[src/rtl/vga_timing_generator.sv]
`default_nettype none
// ============================================================================
//  Module   : vga_timing_generator
//  Purpose  : Parametrised VGA raster timing generator with pixel output
//             stage. Produces horizontal/vertical scan counters, exports the
//             current coordinate to an upstream pixel source, and re-aligns
//             that source's colour to the syncs through a PIPE_LAT-deep
//             delay line before registering the DAC/sync outputs.
//  Ports    : clk         - system clock, rising edge
//             rst_n       - asynchronous active-low reset
//             pix_en      - pixel tick; all state advances only when high
//             color       - colour for the coordinate shown PIPE_LAT ticks ago
//             x, y        - current horizontal / vertical count
//             active      - current coordinate lies in the visible area
//             line_start  - x == 0 on a pixel tick
//             frame_start - x == 0, y == 0 on a pixel tick
//             rgb         - colour to DAC, zero outside the visible area
//             hsync,vsync - sync outputs with programmable polarity
//  Revision : 1.0 - initial release
// ============================================================================
module vga_timing_generator #(
  parameter int unsigned H_ACTIVE  = 800,
  parameter int unsigned H_FRONT   = 40,
  parameter int unsigned H_SYNC    = 128,
  parameter int unsigned H_BACK    = 88,
  parameter int unsigned V_ACTIVE  = 600,
  parameter int unsigned V_FRONT   = 1,
  parameter int unsigned V_SYNC    = 4,
  parameter int unsigned V_BACK    = 23,
  parameter bit          HSYNC_POL = 1'b1,
  parameter bit          VSYNC_POL = 1'b1,
  parameter int unsigned COLOR_W   = 3,
  parameter int unsigned PIPE_LAT  = 2,
  parameter int unsigned H_W       = 11,
  parameter int unsigned V_W       = 10
) (
  input  logic               clk,
  input  logic               rst_n,
  input  logic               pix_en,
  input  logic [COLOR_W-1:0] color,
  output logic [H_W-1:0]     x,
  output logic [V_W-1:0]     y,
  output logic               active,
  output logic               line_start,
  output logic               frame_start,
  output logic [COLOR_W-1:0] rgb,
  output logic               hsync,
  output logic               vsync
);

  localparam int unsigned H_TOTAL = H_ACTIVE + H_FRONT + H_SYNC + H_BACK;
  localparam int unsigned V_TOTAL = V_ACTIVE + V_FRONT + V_SYNC + V_BACK;

  localparam logic [H_W-1:0] H_LAST     = H_W'(H_TOTAL - 1);
  localparam logic [H_W-1:0] H_ACT_END  = H_W'(H_ACTIVE);
  localparam logic [H_W-1:0] HS_BEGIN   = H_W'(H_ACTIVE + H_FRONT);
  localparam logic [H_W-1:0] HS_END     = H_W'(H_ACTIVE + H_FRONT + H_SYNC);
  localparam logic [V_W-1:0] V_LAST     = V_W'(V_TOTAL - 1);
  localparam logic [V_W-1:0] V_ACT_END  = V_W'(V_ACTIVE);
  localparam logic [V_W-1:0] VS_BEGIN   = V_W'(V_ACTIVE + V_FRONT);
  localparam logic [V_W-1:0] VS_END     = V_W'(V_ACTIVE + V_FRONT + V_SYNC);

  // --------------------------------------------------------------------------
  // Scan counters
  // --------------------------------------------------------------------------
  logic [H_W-1:0] cnt_h_q, cnt_h_d;
  logic [V_W-1:0] cnt_v_q, cnt_v_d;

  always_comb begin
    cnt_h_d = cnt_h_q;
    cnt_v_d = cnt_v_q;
    if (pix_en) begin
      if (cnt_h_q == H_LAST) begin
        cnt_h_d = '0;
        cnt_v_d = (cnt_v_q == V_LAST) ? '0 : cnt_v_q + V_W'(1);
      end else begin
        cnt_h_d = cnt_h_q + H_W'(1);
      end
    end
  end

  always_ff @(posedge clk or negedge rst_n) begin
    if (!rst_n) begin
      cnt_h_q <= '0;
      cnt_v_q <= '0;
    end else begin
      cnt_h_q <= cnt_h_d;
      cnt_v_q <= cnt_v_d;
    end
  end

  // --------------------------------------------------------------------------
  // Combinational region decode (zero latency relative to the counters)
  // --------------------------------------------------------------------------
  logic       hs_raw;
  logic       vs_raw;
  logic [2:0] dec_now;   // {active, hs_raw, vs_raw} for the current coordinate
  logic [2:0] dec_del;   // same bundle, PIPE_LAT ticks old

  assign active      = (cnt_h_q < H_ACT_END) && (cnt_v_q < V_ACT_END);
  assign hs_raw      = (cnt_h_q >= HS_BEGIN) && (cnt_h_q < HS_END);
  assign vs_raw      = (cnt_v_q >= VS_BEGIN) && (cnt_v_q < VS_END);
  assign dec_now     = {active, hs_raw, vs_raw};

  assign x           = cnt_h_q;
  assign y           = cnt_v_q;
  assign line_start  = pix_en && (cnt_h_q == '0);
  assign frame_start = line_start && (cnt_v_q == '0);

  // --------------------------------------------------------------------------
  // Delay line: matches the decode to the upstream pixel source latency so
  // that the colour arriving now belongs to the decode being retired now.
  // --------------------------------------------------------------------------
  if (PIPE_LAT > 0) begin : g_pipe
    logic [3*PIPE_LAT-1:0] pipe_q, pipe_d;
    logic [3*PIPE_LAT+2:0] pipe_shift;

    // Newest entry enters at the bottom; the top 3 bits of the shifted
    // vector are the oldest entry, i.e. the one leaving the line.
    always_comb begin
      pipe_shift = {pipe_q, dec_now};
      pipe_d     = pix_en ? pipe_shift[3*PIPE_LAT-1:0] : pipe_q;
    end

    assign dec_del = pipe_shift[3*PIPE_LAT+2 -: 3];

    // Cleared to inactive/no-sync so nothing stale leaks after a reset.
    always_ff @(posedge clk or negedge rst_n) begin
      if (!rst_n) begin
        pipe_q <= '0;
      end else begin
        pipe_q <= pipe_d;
      end
    end
  end else begin : g_no_pipe
    assign dec_del = dec_now;
  end

  // --------------------------------------------------------------------------
  // Output register
  // --------------------------------------------------------------------------
  logic [COLOR_W-1:0] rgb_q, rgb_d;
  logic               hsync_q, hsync_d;
  logic               vsync_q, vsync_d;

  always_comb begin
    rgb_d   = rgb_q;
    hsync_d = hsync_q;
    vsync_d = vsync_q;
    if (pix_en) begin
      rgb_d   = dec_del[2] ? color : '0;
      // XNOR with the polarity: asserted level equals the POL bit.
      hsync_d = ~(dec_del[1] ^ HSYNC_POL);
      vsync_d = ~(dec_del[0] ^ VSYNC_POL);
    end
  end

  always_ff @(posedge clk or negedge rst_n) begin
    if (!rst_n) begin
      rgb_q   <= '0;
      hsync_q <= ~HSYNC_POL;
      vsync_q <= ~VSYNC_POL;
    end else begin
      rgb_q   <= rgb_d;
      hsync_q <= hsync_d;
      vsync_q <= vsync_d;
    end
  end

  assign rgb   = rgb_q;
  assign hsync = hsync_q;
  assign vsync = vsync_q;

endmodule
`default_nettype wire
[config.mk]
export PLATFORM = sky130hd
export DESIGN_NAME = vga_timing_generator
export DESIGN_NICKNAME = d
export VERILOG_FILES = /design/src/rtl/vga_timing_generator.sv
export SDC_FILE = /design/constraint.sdc
export NUM_CORES = 1
export LEC_CHECK = 0
export ABC_AREA = 0
export CELL_PAD_IN_SITES_DETAIL_PLACEMENT = 0
export CELL_PAD_IN_SITES_GLOBAL_PLACEMENT = 1
export CORE_ASPECT_RATIO = 1.75
export CORE_UTILIZATION = 42
export DETAILED_ROUTE_END_ITERATION = 7
export HOLD_SLACK_MARGIN = 0.03
export PLACE_DENSITY_LB_ADDON = 0.25
export SYNTH_ARGS = -nofsm -noshare
export SYNTH_HDL_FRONTEND = slang
export SYNTH_SLANG_ARGS = --single-unit
[constraint.sdc]
create_clock -name clk -period 5.1 [get_ports clk]
set_clock_uncertainty 0.2 [all_clocks]
set_input_delay 1.02 -clock clk [delete_from_list [all_inputs] [get_ports clk]]
set_output_delay 1.02 -clock clk [all_outputs]
set_load 0.02 [all_outputs]
==> summary.md, run 1 <==
| Metric | Value |
|---|---|
| Worst-path fanout max | `27` |
| Vias in the first global route | `1314` |
| Max cap viols | `0` |
| Pins Over Slew Limit | `0` |
| Core Area | `0.00387 mm^2` |
| Max incr delay on CP | `610 ps` |
| Synth warn | `0` |
| First-pass GRT wire length | `roughly 6500 um` |
| R2R depth | `4` |
| Worst-Skew Late Latency | `270 ps` |
| Period utilisation layout | `79.0%` |
| Slowest CP cell | `clkdlybuf4s50_1` |
| Start point of the critical path | `pix_en` |
| Most common cell after layout, fill and taps aside | `clkdlybuf4s50_1` |
| Synth Flop Type | `dfrtp_1` |
| Fin. Hold Viols | `0` |
| Routability cong. | `around 0.82` |
| Fmax | `~250 MHz` |
| Sequential cell area fraction in the yosys report | `47.0%` |
| Slew @ Worst Pin | `between 400 and 500 ps` |
| CTS Root Cell | `clkbuf_8` |
| WP buf/inv | `3` |
| Leading area contributor after synthesis | `dfrtp_1` |
| Mapped cell area | `0.00170 mm^2` |
| Setup CP Type | `primary input to output port` |
| WL per Instance | `15.5 um` |
| Final setup TNS | `0 ps` |
| CTS tree | `built` |
| Synthesized instance count | `162` |
| Worst hold-check path type | `register to register` |
| Ys async rst share | `100%` |
| Critical R2R Launch | `x[6]$_DFFE_PN0P_` |
| Syn avg cell area | `about 11 um^2` |
| Arrival time at the worst endpoint | `2810 ps` |
| Startpoint Class | `primary input` |
| Period minus WS final | `4030 ps` |
| Layout area overhead | `26.9%` |
| CP endpoint kind | `output port` |
| Die width | `50.2 um` |
| Row count | `30` |
| Cell repeated most along the worst path | `clkdlybuf4s50_1` |
| Hold_buf cts | `0` |
| Nets | `210` |
| Pwr dens | `between 200 and 300 mW/mm^2` |
| Post-Syn Nets | `approximately 170` |
| CTS clk-pin slew, worst paths | `60 ps` |
| Hold_ws | `301 ps` |
| Clk buf depth | `2` |
| # DRC | `0` |
| Initial antenna violation count | `0` |
| PostCTS Resize Cnt | `0` |
| Top area cells in the synthesized netlist | `dfrtp_1 (47%), mux2_2 (4.0%), nand3_1 (3.8%)` |
| Ports | `35` |
| Synth unique cells | `around 40` |
| # port buffers | `34` |
| CP Cell Sequence | `clkdlybuf4s50_1 > buf_4 > and3_2 > and4_1 > clkdlybuf4s50_1` |
| Drt initial violations | `24` |
| Peak VDD IR | `0.000177 V` |
| Post-Route WL | `approximately 3800 um` |
| EDFF count, synth | `0` |
| Die Area | `roughly 0.0043 mm^2` |
| Max-Slew Margin vs Limit | `72.9%` |
| Die Y | `86.3 um` |
| Setup slack at placement | `~1100 ps` |
| Critical path required time | `3880 ps` |
| Sink Count | `32` |
| Status | `completed` |
| Number of vias per cell | `between 5 and 6` |
| Layout cells sized above 1 | `12.6%` |
| Critical path depth | `5` |
| Ant. Diodes | `0` |
| Initial core utilization | `44.1%` |
| GRT Util Overall | `20.0%` |
| Synth Register Bits | `32` |
| Setup violations, final | `0` |
| Reg2Reg Setup Slack | `3000 ps` |
| Worst setup margin | `~1100 ps` |
| Via Count | `1349` |
| Fillcell total | `339` |
| Setup repair bufs after CTS | `0` |
| Hpwl dp | `2720 um` |
| Lkg Pwr | `0.935 nW` |
| H-tree depth reported by CTS | `2` |
| Critical R2R Capture | `y[2]$_DFFE_PN0P_` |
| Top cell type's share of synthesized area | `47.0%` |
| Antenna Violating Nets Remaining | `0` |
| Most frequent cells in the layout | `clkdlybuf4s50_1 (34), dfrtp_1 (32), inv_1 (14), nand3_1 (13), o21ai_0 (12)` |
| Total grt overflow | `0` |
| TritonCTS buffer count | `5` |
| RSZ-0062 raised after global routing | `no` |
| CP delay by family, top | `buffers and inverters` |
| Largest net degree at the start of global routing | `33` |
| DRT Pass-1 Iters | `4` |
| Critical Path End | `frame_start` |
Yosys cell counts, types with 2 or more instances:
cell type   n
dfrtp_1    32
inv_1      14
nand3_1    13
o21ai_0    12
nand2_1     9
nand4_1     7
mux2_2      6
xor2_1      6
a21oi_1     5
ha_1        5
nor2_1      5
xnor2_1     5
o31ai_1     4
and2_1      3
and4_1      3
a21boi_0    2
and3_2      2
and4bb_2    2
buf_2       2
mux2i_1     2
nor4_2      2
or3_1       2
routing by layer:
metal / part of all wire [%] / GRT usage [%]
met4: 1.2 / 9.09
met3: 3.0 / 2.98
met2: 56 / 35.0
met1: 40 / 23.4
met5: 0 / 0
worst reg2reg max path: cells and delay by family (launching register included):
family	cells	cell delay, ps
and+or+nand+nor	3	1010
DFF	1	480
muxes	1	300
kinds of logic after synthesis:
family          after synthesis  share of synthesized area, %
mux                           9                          6.02
buf+inv                      20                          5.07
xor+xnor                     11                          5.65
flops                        32                          47.0
fa+ha+maj                     5                          3.67
compound gates               27                          9.62
simple gates                 58                          23.0
layout make-up:
| cell class | instances | area [um^2] | share of cell area (%) |
|---|---|---|---|
| Clock buffer | 6 | 72.6 | 3.35 |
| Clock inverter | 1 | 5.00 | 0.231 |
| Inverter | 14 | 52.6 | 2.43 |
| Multi-Input combinational cell | 110 | 817 | 37.8 |
| Sequential cell | 32 | 801 | 37.0 |
| Tap cell | 48 | 60.1 | 2.78 |
| Timing Repair Buffer | 36 | 355 | 16.4 |
through the flow:
step / cells / instance area, um^2 / power, mW / util [%]
2_1_floorplan: 162 / 1700 / 0.389 / -
3_3_place_gp: 240 / 2090 / 0.461 / 53.9
3_5_place_dp: 240 / 2090 / 0.463 / 53.9
4_1_cts: 247 / 2160 / 0.646 / 56.0
5_1_grt: 247 / 2160 / 0.669 / 56.0
6_report: 247 / 2160 / 0.635 / 56.0
where the power goes:
part           internal (mW)  switching [mW]  total (mW)
logic                 0.0700          0.0698       0.140
clock network         0.0926          0.0866       0.179
registers              0.276          0.0398       0.316
total                  0.439           0.196       0.635
registers in the layout (all words and copies together) (netlist names):
name	count
g_pipe.pipe_q	6
hsync	1
rgb	3
y	10
vsync	1
x	11
worst min-delay path by stage:
stage,start,to,slack (ps),cells after the start
after detailed placement,g_pipe.pipe_q[4]$_DFFE_PN0P_,g_pipe.pipe_q[4]$_DFFE_PN0P_,290,1
after CTS,g_pipe.pipe_q[4]$_DFFE_PN0P_,g_pipe.pipe_q[4]$_DFFE_PN0P_,310,1
after global routing,g_pipe.pipe_q[0]$_DFFE_PN0P_,g_pipe.pipe_q[3]$_DFFE_PN0P_,330,1
final,g_pipe.pipe_q[4]$_DFFE_PN0P_,g_pipe.pipe_q[4]$_DFFE_PN0P_,300,1
after floorplan,g_pipe.pipe_q[2]$_DFFE_PN0P_,g_pipe.pipe_q[2]$_DFFE_PN0P_,270,1
after global placement,g_pipe.pipe_q[3]$_DFFE_PN0P_,g_pipe.pipe_q[3]$_DFFE_PN0P_,280,1
No activity file was read; power rests on OpenSTA's default activity.
==> run 2, diff against run 1 <==
--- a/config.mk
+++ b/config.mk
@@ -9,7 +9,7 @@
 export CELL_PAD_IN_SITES_DETAIL_PLACEMENT = 0
 export CELL_PAD_IN_SITES_GLOBAL_PLACEMENT = 1
 export CORE_ASPECT_RATIO = 1.75
-export CORE_UTILIZATION = 42
+export CORE_UTILIZATION = 35
 export DETAILED_ROUTE_END_ITERATION = 7
 export HOLD_SLACK_MARGIN = 0.03
 export PLACE_DENSITY_LB_ADDON = 0.25
==> constraint.sdc (replaced) <==
create_clock -name clk -period 3.2 [get_ports clk]
set_clock_uncertainty 0.2 [all_clocks]
set_input_delay 0.64 -clock clk [delete_from_list [all_inputs] [get_ports clk]]
set_output_delay 0.64 -clock clk [all_outputs]
set_load 0.02 [all_outputs]
==> run 2 against run 1 <==
Effect of this change:
- clock-buffer cell count is 2 higher
- sequential power increased by 56%
- worst hold slack better by 2.2 ps
- register-to-register slack got worse by 1900 ps
- final cell count is 2.8% higher
- sequential cell count unchanged
- first-iteration DRC count rose by 33%
- core utilization is 8.7 points lower
- critical path depth decreased by 1
- routed wire length rose by 6.8%
- worst setup slack got worse by 870 ps
- combinational power up 74%
- largest power group unchanged
==> summary.md, run 2 (synthesized netlist as in run 1, its figures left out) <==
| Metric | Value |
|---|---|
| H-tree depth reported by CTS | `2 (unchanged)` |
| Antenna Violating Nets Remaining | `0 (unchanged)` |
| Die Area | `0.00516 mm^2 (+19%)` |
| Critical path required time | `2360 ps (-1520 ps)` |
| Post-DP Area | `0.00211 mm^2 (+0.96%)` |
| GRT Util Overall | `17.9% (-2.1 points)` |
| Hold_buf cts | `0 (unchanged)` |
| Final setup TNS | `0 ps (unchanged)` |
| Arrival time at the worst endpoint | `2160 ps (-650 ps)` |
| Setup CP Type | `register to output port` |
| Ports | `35 (unchanged)` |
| Hpwl dp | `2930 um (+7.7%)` |
| # DRC | `0 (unchanged)` |
| Slew @ Worst Pin | `415 ps (+8.15 ps)` |
| Global-route met1 utilization | `20.0% (-3.4 points)` |
| Layout area overhead | `29.4%` |
| Most frequent cells in the layout | `dfrtp_1 (32), clkdlybuf4s50_1 (32), inv_1 (14), nand3_1 (13), o21ai_0 (12)` |
| Row count | `33 (+10%)` |
| Setup violations, final | `0 (unchanged)` |
| Core Area | `0.00467 mm^2 (+21%)` |
| First-pass GRT wire length | `6560 um (+0.85%)` |
| Worst hold-check path type | `register to register` |
| Pwr dens | `480 mW/mm^2 (+64%)` |
| Layout cells sized above 1 | `13.9% (+1.3 points)` |
| Initial antenna violation count | `0 (unchanged)` |
| Met2 usage | `30.3% (-4.7 points)` |
| Die width | `54.7 um (+9.2%)` |
| Max cap viols | `0 (unchanged)` |
| # port buffers | `34 (unchanged)` |
| Most Crowded Layer GR | `met2` |
| Total grt overflow | `0 (unchanged)` |
| WL per Instance | `16.1 um (+3.9%)` |
| Max-Slew Margin vs Limit | `72.3% (-0.54 points)` |
| CTS Root Cell | `clkbuf_8` |
| Via Count | `1371 (+1.6%)` |
| Sink Count | `32 (unchanged)` |
| Max incr delay on CP | `660 ps (+50 ps)` |
| Period utilisation layout | `93.9%` |
| Lkg Pwr | `0.988 nW (+5.7%)` |
| CTS clk-pin slew, worst paths | `70 ps (about the same)` |
| Post-Route WL | `4080 um (+6.8%)` |
| Ant. Diodes | `0 (unchanged)` |
| DRT Pass-1 Iters | `4 (unchanged)` |
| CP delay by family, top | `buffers and inverters` |
| WP buf/inv | `2 (-1)` |
| RSZ-0062 raised after global routing | `no` |
| Fillcell total | `440 (+30%)` |
| Slowest CP cell | `clkdlybuf4s50_1` |
| Peak VDD IR | `0.000260 V (+47%)` |
| Vias in the first global route | `1380 (+5.0%)` |
| Routability cong. | `0.859 (+4.6%)` |
| CTS tree | `built` |
| Status | `completed` |
| Fmax | `333 MHz` |
| Number of vias per cell | `5.40 (-1.2%)` |
| CP Cell Sequence | `buf_4 > o311a_2 > a211oi_2 > clkdlybuf4s50_1` |
| Die Y | `94.3 um (+9.3%)` |
| Fin. Hold Viols | `0 (unchanged)` |
| Pins Over Slew Limit | `0 (unchanged)` |
| Initial core utilization | `36.5% (-7.6 points)` |
| TritonCTS buffer count | `5 (unchanged)` |
| Worst-path fanout max | `7 (-74%)` |
| Max reg flops | `11 (unchanged)` |
| Largest net degree at the start of global routing | `33 (unchanged)` |
| Met3 usage | `3.88% (+0.90 points)` |
| Clk buf depth | `2 (unchanged)` |
| Worst-Skew Late Latency | `280 ps (about the same)` |
| Post-route cell area | `0.00221 mm^2 (+2.0%)` |
| CP endpoint kind | `output port` |
| Nets | `212 (+0.95%)` |
| Drt initial violations | `32 (+33%)` |
| Period minus WS final | `between 3000 and 4000 ps` |
| Startpoint Class | `register` |
## run 2: cell count changes in the layout (fill, tap and decap cells not counted)
| cell | delta |
|---|---|
| buf_4 | +2 |
| clkdlybuf4s50_1 | -2 |
| dlymetal6s2s_1 | +2 |
| a211oi_1 | -1 |
| a211oi_2 | +1 |
| clkbuf_1 | +1 |
| clkbuf_8 | +1 |
| clkinv_2 | -1 |
## run 2: final cells by class
cell class	instances	area (um^2)	area share [%]
clock buffer	8	90.1	4.08
inverter	14	52.6	2.38
timing repair buffer	38	375	17.0
sequential	32	801	36.3
tap	52	65.1	2.95
multi-input combinational	110	822	37.3
## run 2: metrics by stage
step / power [mW] / std cells / util (%) / worst slack, ps / hold WS [ps]
after floorplan: 0.620 / 162 / - / 662 / 144
after global placement: 0.743 / 246 / 45.1 / 209 / 284
after detailed placement: 0.749 / 246 / 45.1 / 231 / 296
after CTS: 1.07 / 254 / 47.1 / 13.1 / 310
after global routing: 1.12 / 254 / 47.3 / 117 / 331
final: 1.06 / 254 / 47.3 / 196 / 303
## run 2: timing repair
item	CTS	global route
endpoints found under the hold margin	0	0
setup buffers	0	0
resized for setup	0	3
endpoints found under the setup margin	0	3
## run 2: final timing paths
kind | depth (start not counted) | endpoint | startpoint | slack (ps)
max in group asynchronous | 2 | g_pipe.pipe_q[3]$_DFFE_PN0P_ | rst_n | 1940
worst max-delay path | 4 | active | x[5]$_DFFE_PN0P_ | 200
worst min register to register | 1 | vsync$_DFFE_PN0P_ | g_pipe.pipe_q[3]$_DFFE_PN0P_ | 300
worst min-delay path | 1 | vsync$_DFFE_PN0P_ | g_pipe.pipe_q[3]$_DFFE_PN0P_ | 300
worst max register to register | 4 | y[2]$_DFFE_PN0P_ | x[6]$_DFFE_PN0P_ | 1100
min in group asynchronous | 2 | x[8]$_DFFE_PN0P_ | rst_n | 560
## run 2: metal layers
metal  up-vias  part of all wire (%)
li1        663                     -
met1       655                    39
met2        43                    54
met3        10                   3.9
met4         0                   2.9
met5         -                     0
## run 2: power by group
group	switching, mW	leakage, nW	total, mW	internal [mW]
registers	0.0543	0.405	0.494	0.440
clock network	0.146	0.0455	0.322	0.175
logic	0.126	0.538	0.244	0.118
==> run 3, diff against run 2 <==
--- a/config.mk
+++ b/config.mk
@@ -9,8 +9,10 @@
 export CELL_PAD_IN_SITES_DETAIL_PLACEMENT = 0
 export CELL_PAD_IN_SITES_GLOBAL_PLACEMENT = 1
 export CORE_ASPECT_RATIO = 1.75
-export CORE_UTILIZATION = 35
+export CORE_UTILIZATION = 43
+export CTS_CLUSTER_SIZE = 28
 export DETAILED_ROUTE_END_ITERATION = 7
+export DONT_BUFFER_PORTS = 1
 export HOLD_SLACK_MARGIN = 0.03
 export PLACE_DENSITY_LB_ADDON = 0.25
 export SYNTH_ARGS = -nofsm -noshare
==> run 3 against run 2 <==
Effect of this change:
- critical path depth stayed put
- sequential cell count unchanged
- first-iteration DRC count is 19% lower
- clock-buffer cell count decreased by 2
- register-to-register slack got worse by 50 ps
- routed wire length decreased by 12%
- core utilization increased by 2.9 points
- worst setup slack better by 68 ps
- global-route usage up 1.3 points
- combinational power decreased by 60%
- final cell count is 16% lower
- clock power decreased by 2%
==> summary.md, run 3 (synthesized netlist as in run 1, its figures left out) <==
| Metric | Value |
|---|---|
| Power share of the sequential group | `57.2% (+11 points)` |
| Max incr delay on CP | `530 ps (-130 ps)` |
| Slew @ Worst Pin | `479 ps (+63.4 ps)` |
| Total power | `967 uW (-8.8%)` |
| Die Area | `0.00423 mm^2 (-18%)` |
| Status | `completed` |
| RSZ-0062 raised after global routing | `no` |
| Fillcell total | `364 (-17%)` |
| Number of vias per cell | `5.80 (+7.4%)` |
| Worst-Skew Late Latency | `280 ps (about the same)` |
| Routability cong. | `0.762 (-11%)` |
| Final setup TNS | `0 ps (unchanged)` |
| Period utilisation layout | `91.7% (-2.1 points)` |
| Pwr dens | `520 mW/mm^2 (+8.3%)` |
| Setup CP Type | `register to output port` |
| Initial core utilization | `46.0% (+9.5 points)` |
| Arrival time at the worst endpoint | `2100 ps (-60 ps)` |
| Slowest CP cell | `dfrtp_1` |
| Initial antenna violation count | `0 (unchanged)` |
| Die Y | `85.3 um (-9.6%)` |
| Sw Ratio | `31.8% (+1.0 points)` |
| Post-Route WL | `3590 um (-12%)` |
| Fin. Hold Viols | `0 (unchanged)` |
| Critical path required time | `2360 ps (about the same)` |
| CTS clk-pin slew, worst paths | `70 ps (about the same)` |
| Ant. Diodes | `0 (unchanged)` |
| Internal Power | `659 uW (-10%)` |
| Total grt overflow | `0 (unchanged)` |
| CTS tree | `built` |
| Combinational fraction of design power | `10.2% (-13 points)` |
| Max-Slew Margin vs Limit | `68.1% (-4.2 points)` |
| Largest net degree at the start of global routing | `33 (unchanged)` |
| Startpoint Class | `register` |
| WL per Instance | `16.9 um (+5.0%)` |
| Antenna Violating Nets Remaining | `0 (unchanged)` |
| Period minus WS final | `2940 ps (-67.9 ps)` |
| Fmax | `341 MHz (+2.3%)` |
| GRT Util Overall | `19.2% (+1.3 points)` |
| TritonCTS buffer count | `5 (unchanged)` |
| Most common cell after layout, fill and taps aside | `dfrtp_1` |
| Die width | `49.6 um (-9.4%)` |
| First-pass GRT wire length | `6090 um (-7.1%)` |
| Setup violations, final | `0 (unchanged)` |
| Clk buf depth | `2 (unchanged)` |
| Drt initial violations | `26 (-19%)` |
| Final non-filler cell total | `213 (-16%)` |
| Via Count | `1235 (-9.9%)` |
| Nets | `177 (-17%)` |
| Hpwl dp | `2630 um (-10%)` |
| Switching power | `308 uW (-5.7%)` |
| Max reg flops | `11 (unchanged)` |
| Row count | `29 (-12%)` |
| Peak VDD IR | `0.000282 V (+8.5%)` |
| Worst hold-check path type | `primary input to register` |
| H-tree depth reported by CTS | `2 (unchanged)` |
| Cell total after placement | `203 (-17%)` |
| Sink Count | `32 (unchanged)` |
| Most frequent cells in the layout | `dfrtp_1 (32), inv_1 (14), nand3_1 (13), o21ai_0 (12), nand2_1 (9)` |
| Layout area overhead | `9.03%` |
| CP endpoint kind | `output port` |
| Vias in the first global route | `1247 (-9.6%)` |
| Lkg Pwr | `0.827 nW (-16%)` |
| CTS Root Cell | `clkbuf_8` |
| Ports | `35 (unchanged)` |
| Layout cells sized above 1 | `16.2% (+2.3 points)` |
| Pins Over Slew Limit | `0 (unchanged)` |
| PostCTS Resize Cnt | `0 (unchanged)` |
| DRT Pass-1 Iters | `4 (unchanged)` |
| # DRC | `0 (unchanged)` |
| Max cap viols | `0 (unchanged)` |
| Core Area | `0.00370 mm^2 (-21%)` |
| Worst-path fanout max | `8 (+1)` |
| # port buffers | `0 (-100%)` |
| Clk pwr share | `32.6% (+2.3 points)` |
| CP Cell Sequence | `or3_1 > nor4b_1 > and3_2 > and4_1` |
run 3: changes by cell type in the layout (fill, tap and decap cells not counted):
cell	before	now
clkinv_2	0	2
dlygate4sd3_1	0	1
a211oi_2	1	0
clkdlybuf4s50_1	32	0
clkbuf_1	2	0
buf_4	4	1
buf_12	0	1
a211oi_1	0	1
dlymetal6s2s_1	2	0
run 3: final timing paths:
path,start,endpoint,slack [ps],depth (start not counted)
hold reg to reg,g_pipe.pipe_q[3]$_DFFE_PN0P_,vsync$_DFFE_PN0P_,310,1
setup / recovery,x[5]$_DFFE_PN0P_,frame_start,260,4
hold / removal,pix_en,x[0]$_DFFE_PN0P_,260,1
setup reg to reg,x[6]$_DFFE_PN0P_,y[2]$_DFFE_PN0P_,1050,4
max in group asynchronous,rst_n,g_pipe.pipe_q[2]$_DFFE_PN0P_,2010,2
min in group asynchronous,rst_n,y[7]$_DFFE_PN0P_,610,2
run 3: stage by stage:
| step | setup WS, ps | util [%] | hold slack, ps | cell area [um^2] |
|---|---|---|---|---|
| global placement | 558 | 46.9 | 145 | 1740 |
| finish | 264 | 50.2 | 259 | 1860 |
| floorplan | 662 | - | 144 | 1700 |
| detailed placement | 570 | 46.9 | 145 | 1740 |
| global route | 170 | 50.2 | 254 | 1860 |
| CTS | 243 | 50.2 | 247 | 1860 |
run 3: timing repair:
action | in CTS | in global routing
hold endpoints to repair | 32 | 0
hold buffers | 2 | 0
buffers inserted | 0 | 0
run 3: routing by layer:
layer,up-vias,part of all wire (%),track usage (%)
met5,-,0,0
met4,0,2.1,9.35
li1,592,-,-
met1,597,38,19.6
met3,8,5.4,7.17
met2,38,55,33.5
run 3: cell type report:
| class | count | area [um^2] | area share, % |
|---|---|---|---|
| Clock inverter | 2 | 10.0 | 0.539 |
| Clock buffer | 6 | 82.6 | 4.44 |
| Timing Repair Buffer | 3 | 37.5 | 2.02 |
| Sequential cell | 32 | 801 | 43.1 |
| Inverter | 14 | 52.6 | 2.83 |
| Multi-Input combinational cell | 110 | 817 | 44.0 |
| Tap cell | 46 | 57.6 | 3.10 |
run 3: power groups by stage:
| stage | combinational, mW | sequential, mW | clock, mW |
|---|---|---|---|
| global placement | 0.0857 | 0.556 | 0 |
| CTS | 0.102 | 0.554 | 0.328 |
| global route | 0.111 | 0.558 | 0.346 |
| floorplan | 0.0797 | 0.540 | 0 |
| finish | 0.0987 | 0.553 | 0.315 |
| detailed placement | 0.0884 | 0.562 | 0 |
run 3: worst max-delay path: cells and delay by family, from the launching register on:
kind,cells,cell delay (ps)
and+or+nand+nor,4,1290
DFF,1,530
==> edit, RTL diff (settings of run 2) <==
`H_W`: 11 -> 10.
--- a/src/rtl/vga_timing_generator.sv
+++ b/src/rtl/vga_timing_generator.sv
@@ -31,7 +31,7 @@
   parameter bit          VSYNC_POL = 1'b1,
   parameter int unsigned COLOR_W   = 3,
   parameter int unsigned PIPE_LAT  = 2,
-  parameter int unsigned H_W       = 11,
+  parameter int unsigned H_W       = 10,
   parameter int unsigned V_W       = 10
 ) (
   input  logic               clk,
Ports: changed (resized x); port bits go from 35 to 34. The function was not compared with the original's and may differ.
==> edit against run 2 <==
  * Sequential cell count shrank 1
  * Global-route usage down 0.65 points
  * Hold slack gained 0.0044 ns
  * Final area decreased by 5.3%
  * Synthesized cell count is 1.9% lower
  * Power grew 6.4%
  * Core utilization up 0.17 points
  * Routed wire length decreased by 9.6%
  * Synthesized area fell by 6.2%
  * Worst setup slack gained 0.027 ns
  * Non-clock buffer count unchanged
  * Cell count decreased by 2.4%
  * Largest cell class is now registers
  * Largest power group unchanged
==> edit: results (changes against run 2) <==
The met3 track demand over resource in global routing came out at 4.36% (+0.47 points). In this run the most critical hold path is launched from g_pipe.pipe_q[4]. The power share of the combinational group came out at 28.4% (+5.4 points). The net count after synthesis is 170 (-1.7%). The DRC violation total after the first TritonRoute iteration is 19 (-41%). The largest stage delay on the critical path came out at 0.63 ns (-0.03 ns). The headroom to the max-slew limit is 67.8% (-4.5 points). In this run the critical register-to-register path is captured at y[5]. The pin count of the biggest net entering global routing is 32 (-3.0%).

The leakage power total is 0.927 nW (-6.2%). The multiplexer area fraction after synthesis was 4.86% (-1.2 points). By count the netlist is led by sky130_fd_sc_hd__dfrtp_1 (31), sky130_fd_sc_hd__inv_1 (13), sky130_fd_sc_hd__nand2_1 (12), sky130_fd_sc_hd__o21ai_0 (12), sky130_fd_sc_hd__nand3_1 (9). The most critical setup path has its startpoint at pix_en. The worst setup timing slack at the placement stage came out at 0.0557 ns (-0.175 ns).

The maximum vdd ir drop came out at 0.000395 V (+52%). The distinct cell type count of the synthesized netlist is 38 (-7.3%). The global routing met1 resource utilization came to 18.7% (-1.3 points). The number of vias after detailed routing is 1314 (-4.2%). Sorting the synthesized cells by area gives the leading types as sky130_fd_sc_hd__dfrtp_1 (49%), sky130_fd_sc_hd__mux2_2 (4.2%), sky130_fd_sc_hd__ha_1 (3.9%). Following the worst setup path forward leads to its endpoint at line_start. The number of nets in the final layout is 208 (-1.9%).

The register-to-register setup slack is 1.00 ns (-0.10 ns). The wire length of the first global-routing pass is 6080 um (-7.4%). The count of fill cells added during filler insertion came out at 444 (+0.91%). The xor/xnor cell area share of the yosys netlist came to 6.03% (+0.38 points). The combined global-route utilization of all metal layers came out at 17.3% (-0.65 points). The met2 global-route usage came out at 28.9% (-1.4 points). The endpoint with the worst hold slack is g_pipe.pipe_q[4].

The share of final-layout standard cells stronger than drive strength 1 is 12.2% (-1.7 points). The achievable frequency is 336 MHz (+0.92%). The startpoint identified for the worst register-to-register timing path is x[7]. The wire length per cell after detailed routing came out at 14.9 um (-7.4%).

The number of I/O port buffers is 33 (-2.9%). The total sequential power came to 500 uW (+1%). The arrival time of data at the critical path endpoint is 2.14 ns (-0.02 ns).

The highest net fanout along the worst path is 2 (-5). The flow ran to the end, and the final reports show no timing, DRC or antenna violations.
[edit: routing by layer]
metal / vias up / wire [um]
met2: 33 / 1910
met5: - / 0
li1: 633 / -
met4: 0 / 132
met1: 634 / 1500
met3: 14 / 143
[edit: worst register-to-register path: stages (launching register included)]
cell and delay [ns]:
sky130_fd_sc_hd__dfrtp_1 0.44, sky130_fd_sc_hd__or3_4 0.43, sky130_fd_sc_hd__or4_4 0.63, sky130_fd_sc_hd__or3_1 0.37
sky130_fd_sc_hd__o21ai_0 0.07
[edit: what timing repair did]
action                     in CTS  in global routing
buffers inserted                0                  0
setup endpoints to repair       0                  1
resized for setup               0                  2
[edit: through the flow]
stage          hold WS [ns]  power [mW]  std cells  area, um2  utilization [%]
2_1_floorplan         0.144       0.673        159       1600                -
3_3_place_gp          0.285       0.816        241       1990             45.3
3_5_place_dp          0.295       0.823        241       1990             45.3
4_1_cts               0.311        1.14        248       2080             47.3
5_1_grt               0.333        1.20        248       2090             47.4
6_report              0.308        1.13        248       2090             47.4
[edit: cells by family (layout without fill, tap and decap cells)]
| group | count (synthesis) | count (layout) |
|---|---|---|
| xor gates and xnor gates | 11 | 11 |
| and+or+nand+nor | 59 | 59 |
| muxes | 7 | 7 |
| DFF | 31 | 31 |
| AOI/OAI and AO/OA | 26 | 26 |
| buffers and inverters | 20 | 58 |
| adders and majority gates | 5 | 5 |
[edit: area by class of cell]
type,count,area share [%]
flip-flops and latches,31,37.1
multi-input cells,108,35.6
repair buffers,38,17.7
clock buffers,6,3.95
well taps,51,3.05
inverters,13,2.34
clock inverters,1,0.240
